### src/rtl/uart_pkg.sv
// Shared definitions for the 64-bit UART transmitter: bit timing, word FSM states, frame sizes.
// UART_TX64_PARITY_EN adds an even-parity bit to every byte frame.
package uart_pkg;

    typedef enum logic [1:0] {
        StIdle,
        StSend,
        StNext
    } word_state_e;

    localparam int unsigned BYTES_PER_WORD = 8;

`ifdef UART_TX64_PARITY_EN
    localparam int unsigned FRAME_BITS = 11;
`else
    localparam int unsigned FRAME_BITS = 10;
`endif

    function automatic int unsigned clks_per_bit(input int unsigned clk_hz,
                                                 input int unsigned bit_rate);
        return clk_hz / bit_rate;
    endfunction

endpackage

### src/rtl/uart_tx_byte.sv
// Serializes one byte as start, 8 data bits LSB first, optional parity, stop.
// UART_TX64_PARITY_EN inserts an even-parity bit after data bit 7.
module uart_tx_byte
    import uart_pkg::*;
#(
    parameter int unsigned CLKS_PER_BIT = 10
) (
    input  logic       clk,
    input  logic       rst,
    input  logic [7:0] tx_byte,
    input  logic       start,
    output logic       txd,
    output logic       byte_done
);

    localparam int unsigned TW = (CLKS_PER_BIT > 1) ? $clog2(CLKS_PER_BIT) : 1;
    localparam logic [TW-1:0] T_LAST = TW'(CLKS_PER_BIT - 1);
    localparam logic [3:0] STOP_IDX = 4'(FRAME_BITS - 1);
    // byte_done marks the cycle before the stop bit's final cycle, so the sequencer
    // can hand over the next byte exactly as the stop bit ends.
    localparam logic [3:0] PEN_IDX = (CLKS_PER_BIT == 1) ? 4'(FRAME_BITS - 2) : STOP_IDX;
    localparam logic [TW-1:0] PEN_T = (CLKS_PER_BIT == 1) ? '0 : TW'(CLKS_PER_BIT - 2);

    logic          active_q;
    logic [3:0]    idx_q;
    logic [TW-1:0] timer_q;
    logic [7:0]    data_q;
    logic          txd_q;
    logic [3:0]    nxt_idx;
    logic          nxt_bit;

`ifdef UART_TX64_PARITY_EN
    logic parity_q;

    always_ff @(posedge clk) begin
        if (rst) begin
            parity_q <= 1'b0;
        end else if (start) begin
            parity_q <= ^tx_byte;
        end
    end
`endif

    always_comb begin
        nxt_idx = idx_q + 4'd1;
        nxt_bit = 1'b1;
        if (nxt_idx <= 4'd8) begin
            nxt_bit = data_q[0];
        end
`ifdef UART_TX64_PARITY_EN
        else if (nxt_idx == 4'd9) begin
            nxt_bit = parity_q;
        end
`endif
    end

    always_ff @(posedge clk) begin
        if (rst) begin
            active_q <= 1'b0;
            idx_q    <= '0;
            timer_q  <= '0;
            data_q   <= '0;
            txd_q    <= 1'b1;
        end else if (start) begin
            active_q <= 1'b1;
            idx_q    <= '0;
            timer_q  <= '0;
            data_q   <= tx_byte;
            txd_q    <= 1'b0;
        end else if (active_q) begin
            if (timer_q == T_LAST) begin
                timer_q <= '0;
                if (idx_q == STOP_IDX) begin
                    active_q <= 1'b0;
                end else begin
                    idx_q <= nxt_idx;
                    txd_q <= nxt_bit;
                    if (nxt_idx <= 4'd8) begin
                        data_q <= data_q >> 1;
                    end
                end
            end else begin
                timer_q <= timer_q + 1'b1;
            end
        end
    end

    assign txd       = txd_q;
    assign byte_done = active_q && (idx_q == PEN_IDX) && (timer_q == PEN_T);

endmodule

### src/rtl/uart_tx64.sv
// Transmits a 64-bit word as eight back-to-back UART byte frames, most-significant byte first.
// UART_TX64_PARITY_EN selects 11-bit frames with even parity (10-bit frames otherwise).
module uart_tx64
    import uart_pkg::*;
#(
    parameter int unsigned CLK_HZ   = 100_000_000,
    parameter int unsigned BIT_RATE = 9600
) (
    input  logic        clk,
    input  logic        rst,
    input  logic [63:0] data_in,
    input  logic        data_valid,
    output logic        data_ready,
    output logic        uart_txd,
    output logic        busy,
    output logic        done
);

    localparam int unsigned CLKS_PER_BIT = clks_per_bit(CLK_HZ, BIT_RATE);

    word_state_e state_q;
    logic [63:0] shift_q;
    logic [2:0]  cnt_q;
    logic        ready_q;
    logic        busy_q;
    logic        done_q;

    logic        accept;
    logic        byte_start;
    logic [7:0]  byte_in;
    logic        byte_done;

    assign accept     = data_valid && ready_q;
    assign byte_start = accept || (state_q == StNext);
    // On acceptance the first byte comes straight from data_in; later bytes from the shifter.
    assign byte_in    = (state_q == StNext) ? shift_q[63:56] : data_in[63:56];

    always_ff @(posedge clk) begin
        if (rst) begin
            state_q <= StIdle;
            shift_q <= '0;
            cnt_q   <= '0;
            ready_q <= 1'b1;
            busy_q  <= 1'b0;
            done_q  <= 1'b0;
        end else begin
            done_q <= 1'b0;
            unique case (state_q)
                StIdle: begin
                    if (accept) begin
                        shift_q <= data_in;
                        cnt_q   <= '0;
                        ready_q <= 1'b0;
                        busy_q  <= 1'b1;
                        state_q <= StSend;
                    end
                end
                StSend: begin
                    if (byte_done) begin
                        if (cnt_q == 3'(BYTES_PER_WORD - 1)) begin
                            state_q <= StIdle;
                            ready_q <= 1'b1;
                            busy_q  <= 1'b0;
                            done_q  <= 1'b1;
                        end else begin
                            shift_q <= {shift_q[55:0], 8'h00};
                            cnt_q   <= cnt_q + 3'd1;
                            state_q <= StNext;
                        end
                    end
                end
                StNext: begin
                    state_q <= StSend;
                end
                default: begin
                    state_q <= StIdle;
                end
            endcase
        end
    end

    uart_tx_byte #(
        .CLKS_PER_BIT(CLKS_PER_BIT)
    ) u_byte (
        .clk      (clk),
        .rst      (rst),
        .tx_byte  (byte_in),
        .start    (byte_start),
        .txd      (uart_txd),
        .byte_done(byte_done)
    );

    assign data_ready = ready_q;
    assign busy       = busy_q;
    assign done       = done_q;

endmodule

### config.mk
export PLATFORM = sky130hd
export DESIGN_NAME = uart_tx64
export DESIGN_NICKNAME = d
export VERILOG_FILES = /design/src/rtl/uart_pkg.sv /design/src/rtl/uart_tx_byte.sv /design/src/rtl/uart_tx64.sv
export SDC_FILE = /design/constraint.sdc
export NUM_CORES = 1
export LEC_CHECK = 0
export ABC_AREA = 0
export BUFFER_PORTS_ARGS = -buffer_cell sky130_fd_sc_hd__buf_4
export CAP_MARGIN = 20
export CORE_ASPECT_RATIO = 0.75
export CORE_MARGIN = 2
export CORE_UTILIZATION = 30
export DETAILED_ROUTE_END_ITERATION = 8
export GPL_ROUTABILITY_DRIVEN = 0
export GPL_TIMING_DRIVEN = 1
export SLEW_MARGIN = 20
export SYNTH_ARGS = -nofsm -noshare
export SYNTH_HDL_FRONTEND = slang
export SYNTH_SLANG_ARGS = --single-unit
### constraint.sdc
create_clock -name clk -period 2.14 [get_ports clk]
set_input_delay 0.214 -clock clk [delete_from_list [all_inputs] [get_ports clk]]
set_output_delay 0.214 -clock clk [all_outputs]
set_load 0.05 [all_outputs]
# After elaboration in Yosys (flattened, before gate mapping)
# Index checks and enable logic that the tools add are counted.
# Widths: inputs -> output; s select.
# totals
ff_bits	100
in_bits	67
elab_cells	83
out_inout_bits	4
# classes
eq_ne	11
mux	37
n_bitwise	3
add_sub_neg	3
n_reduce_logical	17
n_lt_le_gt_ge	1
# op_table
cell	count
$mux 64	3
$pmux 64 s2	1
$mux 8	6
$eq 14x14->1 const B	2
$mux 1	16
$add 14x1->14 const B	1
$mux 14	1
$reduce_and 4->1	3
$ne 2x2->1 const B	5
$mux 3	3
$reduce_bool 2->1	4
$mux 2	3
$pmux 2 s3	1
$pmux 3 s2	1
$reduce_and 3->1	2
$add 4x1->4 const B	1
$eq 4x4->1 const B	1
$le 4x4->1 const B	1
$pmux 1 s2	2
$add 3x1->3 const B	1
$eq 3x3->1 const B	1
$logic_and 1x1->1	3
$not 1->1	3
$reduce_or 3->1	1
6 further kinds	6

# Depth between registers and ports, before layout
# logic_depth
word_depth	7
mapped_depth	9
ltp_nobuf	7

# By module
# A second synthesis with hierarchy kept.
# unflattened
hier_cells	488
area_unflattened_um2	4903.5
# modules_own_cells
module	seq_area_each_um2	area_each_um2	n_inst	cells_each
uart_tx64	1441.4	3473.3	1	323
uart_tx_byte	560.5	1430.1	1	165

# Worst setup path after synthesis
# Ideal clock, no wire load.
# synth_timing
path_kind	reg-to-reg
startpoint	reg ready_q, in the netlist data_ready
endpoint	reg cnt_q[2]
required_ns	2.009
period_less_slack_ns	2.149
path_buffers	2
path_slack_ns	-0.009
t_arrival_ns	2.018
path_stages_with_launch	8
setup_ns	0.131
path_cell_list	dfxtp_1 buf_2 a21oi_1 or2_2 or4_4 buf_2 nand3_1 a21oi_2
# synth_via
elab_chain_len	3
# synth_lines
element	line_no	source
start, declared	uart_tx64.sv:24	logic ready_q;
start signal, assigned	uart_tx64.sv:43	ready_q <= 1'b1;
start signal, assigned	uart_tx64.sv:53	ready_q <= 1'b0;
start signal, assigned	uart_tx64.sv:62	ready_q <= 1'b1;
$logic_and 1x1->1	uart_tx64.sv:33	assign accept = data_valid && ready_q;
$ne 2x2->1 (no source line)	-	
$reduce_and 4->1 (no source line)	-	
end signal, assigned	uart_tx64.sv:67	cnt_q <= cnt_q + 3'd1;
end, declared	uart_tx64.sv:23	logic [2:0] cnt_q;
# No other way between the ends.
# A chain may end at the register's enable or synchronous reset.

# Final worst setup path
# layout_timing
startpoint	reg cnt_q[0]
endpoint	reg shift_q[24]
# layout_via
elab_chain_len	3
# layout_lines
element	line_no	source
$eq 3x3->1	uart_tx64.sv:60	if (cnt_q == 3'(BYTES_PER_WORD - 1)) begin
$ne 2x2->1 (no source line)	-	
$reduce_and 4->1 (no source line)	-	
end signal, assigned	uart_tx64.sv:51	shift_q <= data_in;
end signal, assigned	uart_tx64.sv:66	shift_q <= {shift_q[55:0], 8'h00};
end, declared	uart_tx64.sv:22	logic [63:0] shift_q;
# No other way between the ends.

==> key figures <==
Outcome
  • Outcome: finished clean

Clocking
  • CTS H-tree depth: 3
  • Clock slew at reported path FFs: 0.06 ns
  • Postcts setup bufs: 0
  • Max clock buf depth: 2
  • CTS tree: yes
  • CTS buffer count: 9
  • CTS sink count: 100
  • Clk_lat worst skew: 0.34 ns
  • Root buf cell: clkbuf_16

GRT
  • Global-route usage over all layers: 13.1%
  • Initial antenna violation count: 0
  • Global route overflow: 0
  • First-pass GRT wire length: 16800 um
  • Vias in the first global route: 3467
  • Largest net degree at the start of global routing: 70

Yosys
  • Area contributors post-synth: dfxtp_1 44%, mux2i_1 14%, a211oi_1 11%, nor2_1 6.6%, buf_2 2.2%
  • Syn_nets: 557
  • Ys flop type: dfxtp_1
  • Async set or reset register ratio after synthesis: 0%
  • Seq/Total Area, Yosys: 44.4%
  • Mean Syn Cell Area: 9.31 um2
  • Post-synth EDFFs: 0
  • Top-area cell type share of the netlist area: 44.4%
  • Leading area contributor after synthesis: dfxtp_1
  • #FFs+latches synth: 100
  • Cell Area, Synth: 4510 um2
  • Yosys cell types: 45
  • Syn Inst Count: 484
  • Yosys warning total: 0

STA
  • Fin. max-slew vios: 0
  • Period utilisation layout: 94.5%
  • Worst Skew: 0.00750 ns
  • Total Negative Setup Slacks: 0 ns
  • Min Clock Period, post-route: 2.02 ns
  • Setup violators final: 0
  • Fmax: 495 MHz
  • Slew HR: 58.9%
  • Final hold vios: 0
  • RSZ-0062 raised after global routing: true
  • Worst setup margin: 0.118 ns
  • Slew @ Worst Pin: 0.615 ns

Floorplanning
  • IO Count: 71
  • Die W: 146 um
  • Chip Height: 110 um
  • Rows: 38
  • Area of the core: 14500 um2
  • Die area: 16000 um2
  • Initial core utilization: 31.0%

Setup path
  • RR Startpoint: cnt_q[0]
  • Crit path max-delay family: compound AO/OA/AOI/OAI gates
  • Critical path class: reg -> reg
  • CP endpoint kind: flop
  • Cell depth of the worst flop-to-flop path: 8
  • Cells along the critical path: ha_1, ha_1, nor2_1, nand4b_1, o21ai_4, buf_12, nor2_1, a211oi_1
  • Arr. time, crit path: 2.27 ns
  • Delay of the slowest critical-path stage: 0.33 ns
  • Crit-path max FO: 69
  • Data required time of the worst path: 2.39 ns
  • Crit path launch type: flop
  • Flop2flop setup slack: 0.12 ns
  • CP Launch Point: cnt_q[0]
  • Slowest stage cell, crit path: dfxtp_1
  • WP buf/inv: 1
  • FF-to-FF End: shift_q[24]

Pwr
  • Total chip power: 4.23 mW
  • Worst vdd ir: 0.000390 V
  • Pwr dens: 764 nW/um2
  • Leakage: 2.36 nW

Routing
  • WL final: 10300 um
  • Router iterations before antenna repair: 4
  • Avg WL per Cell: 13.8 um
  • DRC: 0
  • DR vias/cell: 4.86
  • Detail Route Antenna Nets: 0
  • DR vias: 3617
  • Starting DRT DRC Count: 189

Run
  • MaxCap Viol Count: 0

Placed design
  • Post-Place Worst Slack: 0.0691 ns
  • Port Buf Inserts: 70
  • HPWL Detailed: 7520 um
  • Placed cell count: 728

Finish
  • Fin nets: 612
  • Layout Cells excl Fill: 744
  • Highest-count cells in the layout ignoring fill and taps: 99 x dfxtp_1, 79 x buf_4, 78 x nor2_1
  • Share of cells above drive strength 1: 20.4%
  • Syn-to-layout area delta: 22.9%
  • Commonest non-fill, non-tap cell in the layout: dfxtp_1
  • Inserted Diodes: 0

Hold path
  • Hold EP: shift_q[6]
  • Min-delay src: data_in[6]
  • WHS Path Cells: 3
  • Hold Crit Class: in -> reg
==> what timing repair did <==
action	CTS	global route
endpoints found under the setup margin	0	4
hold buffers	0	0
resized for setup	0	5
==> state kept, by name, indices dropped and copies added, names as in the netlist <==
name	cells
busy	1
cnt_q	3
data_ready	1
done	1
shift_q	64
state_q	2
u_byte.active_q	1
u_byte.data_q	8
u_byte.idx_q	4
u_byte.timer_q	14
u_byte.txd	1
==> metrics by stage <==
step                hold WS (ns)  instance area [um2]  utilization (%)
CTS                        0.112                 5520             37.9
global placement           0.462                 5250             36.1
global route               0.119                 5540             38.0
finish                     0.124                 5540             38.0
floorplan                  0.350                 4510                -
detailed placement         0.467                 5250             36.1
==> worst min-delay path: stages <==
cell	delay, ns
buf_4	0.11
nand2_1	0.05
a21oi_1	0.05
==> cells in the mapped netlist (all sizes together), types with 5 or more instances <==
| cell | instances |
|---|---|
| nor2 | 79 |
| and4 | 5 |
| ha | 6 |
| dfxtp | 100 |
| buf | 23 |
| a21oi | 21 |
| mux2i | 63 |
| a211oi | 64 |
| o22ai | 8 |
| xor2 | 10 |
| nand2 | 21 |
| clkbuf | 15 |
| nand3 | 20 |
| xnor2 | 5 |
==> how the worst max path moves through the flow <==
stage                              to  slack (ns)  cells past startpoint
CTS                 u_byte.timer_q[1]        0.05                      5
global route              shift_q[16]      -0.009                      8
finish                    shift_q[24]        0.12                      8
detailed placement  u_byte.timer_q[1]        0.07                      5
floorplan                    cnt_q[2]        0.17                      7
global placement    u_byte.timer_q[1]        0.15                      5
==> cell type report <==
| type | count | area [um2] |
|---|---|---|
| timing repair buffer | 82 | 653 |
| clock buffer | 12 | 246 |
| sequential | 100 | 2000 |
| multi-input combinational | 342 | 2340 |
| tap | 200 | 250 |
| clock inverter | 4 | 25.0 |
| fill | 1487 | 9010 |
| inverter | 4 | 15.0 |
==> kinds of logic after synthesis <==
| family | share of synthesized area [%] |
|---|---|
| adders and majority gates | 1.67 |
| buffers and inverters | 4.33 |
| xor gates and xnor gates | 2.92 |
| muxes | 14.0 |
| AOI/OAI and AO/OA | 16.1 |
| DFF | 44.4 |
| and+or+nand+nor | 16.5 |
==> metal layers <==
layer / vias up / global-route usage (%) / part of all wire (%)
met4: 0 / 3.57 / 0.95
met3: 12 / 4.16 / 4.7
met2: 67 / 20.1 / 42
met1: 1673 / 18.0 / 52
li1: 1865 / - / -
met5: - / 0 / 0
==> where the power goes <==
group | internal [mW] | leakage (nW) | total [mW] | switching (mW)
sequential | 2.00 | 0.821 | 2.08 | 0.0801
combinational | 0.307 | 1.41 | 0.645 | 0.338
clock | 0.817 | 0.129 | 1.50 | 0.688
(Power assumes the default switching activity.)
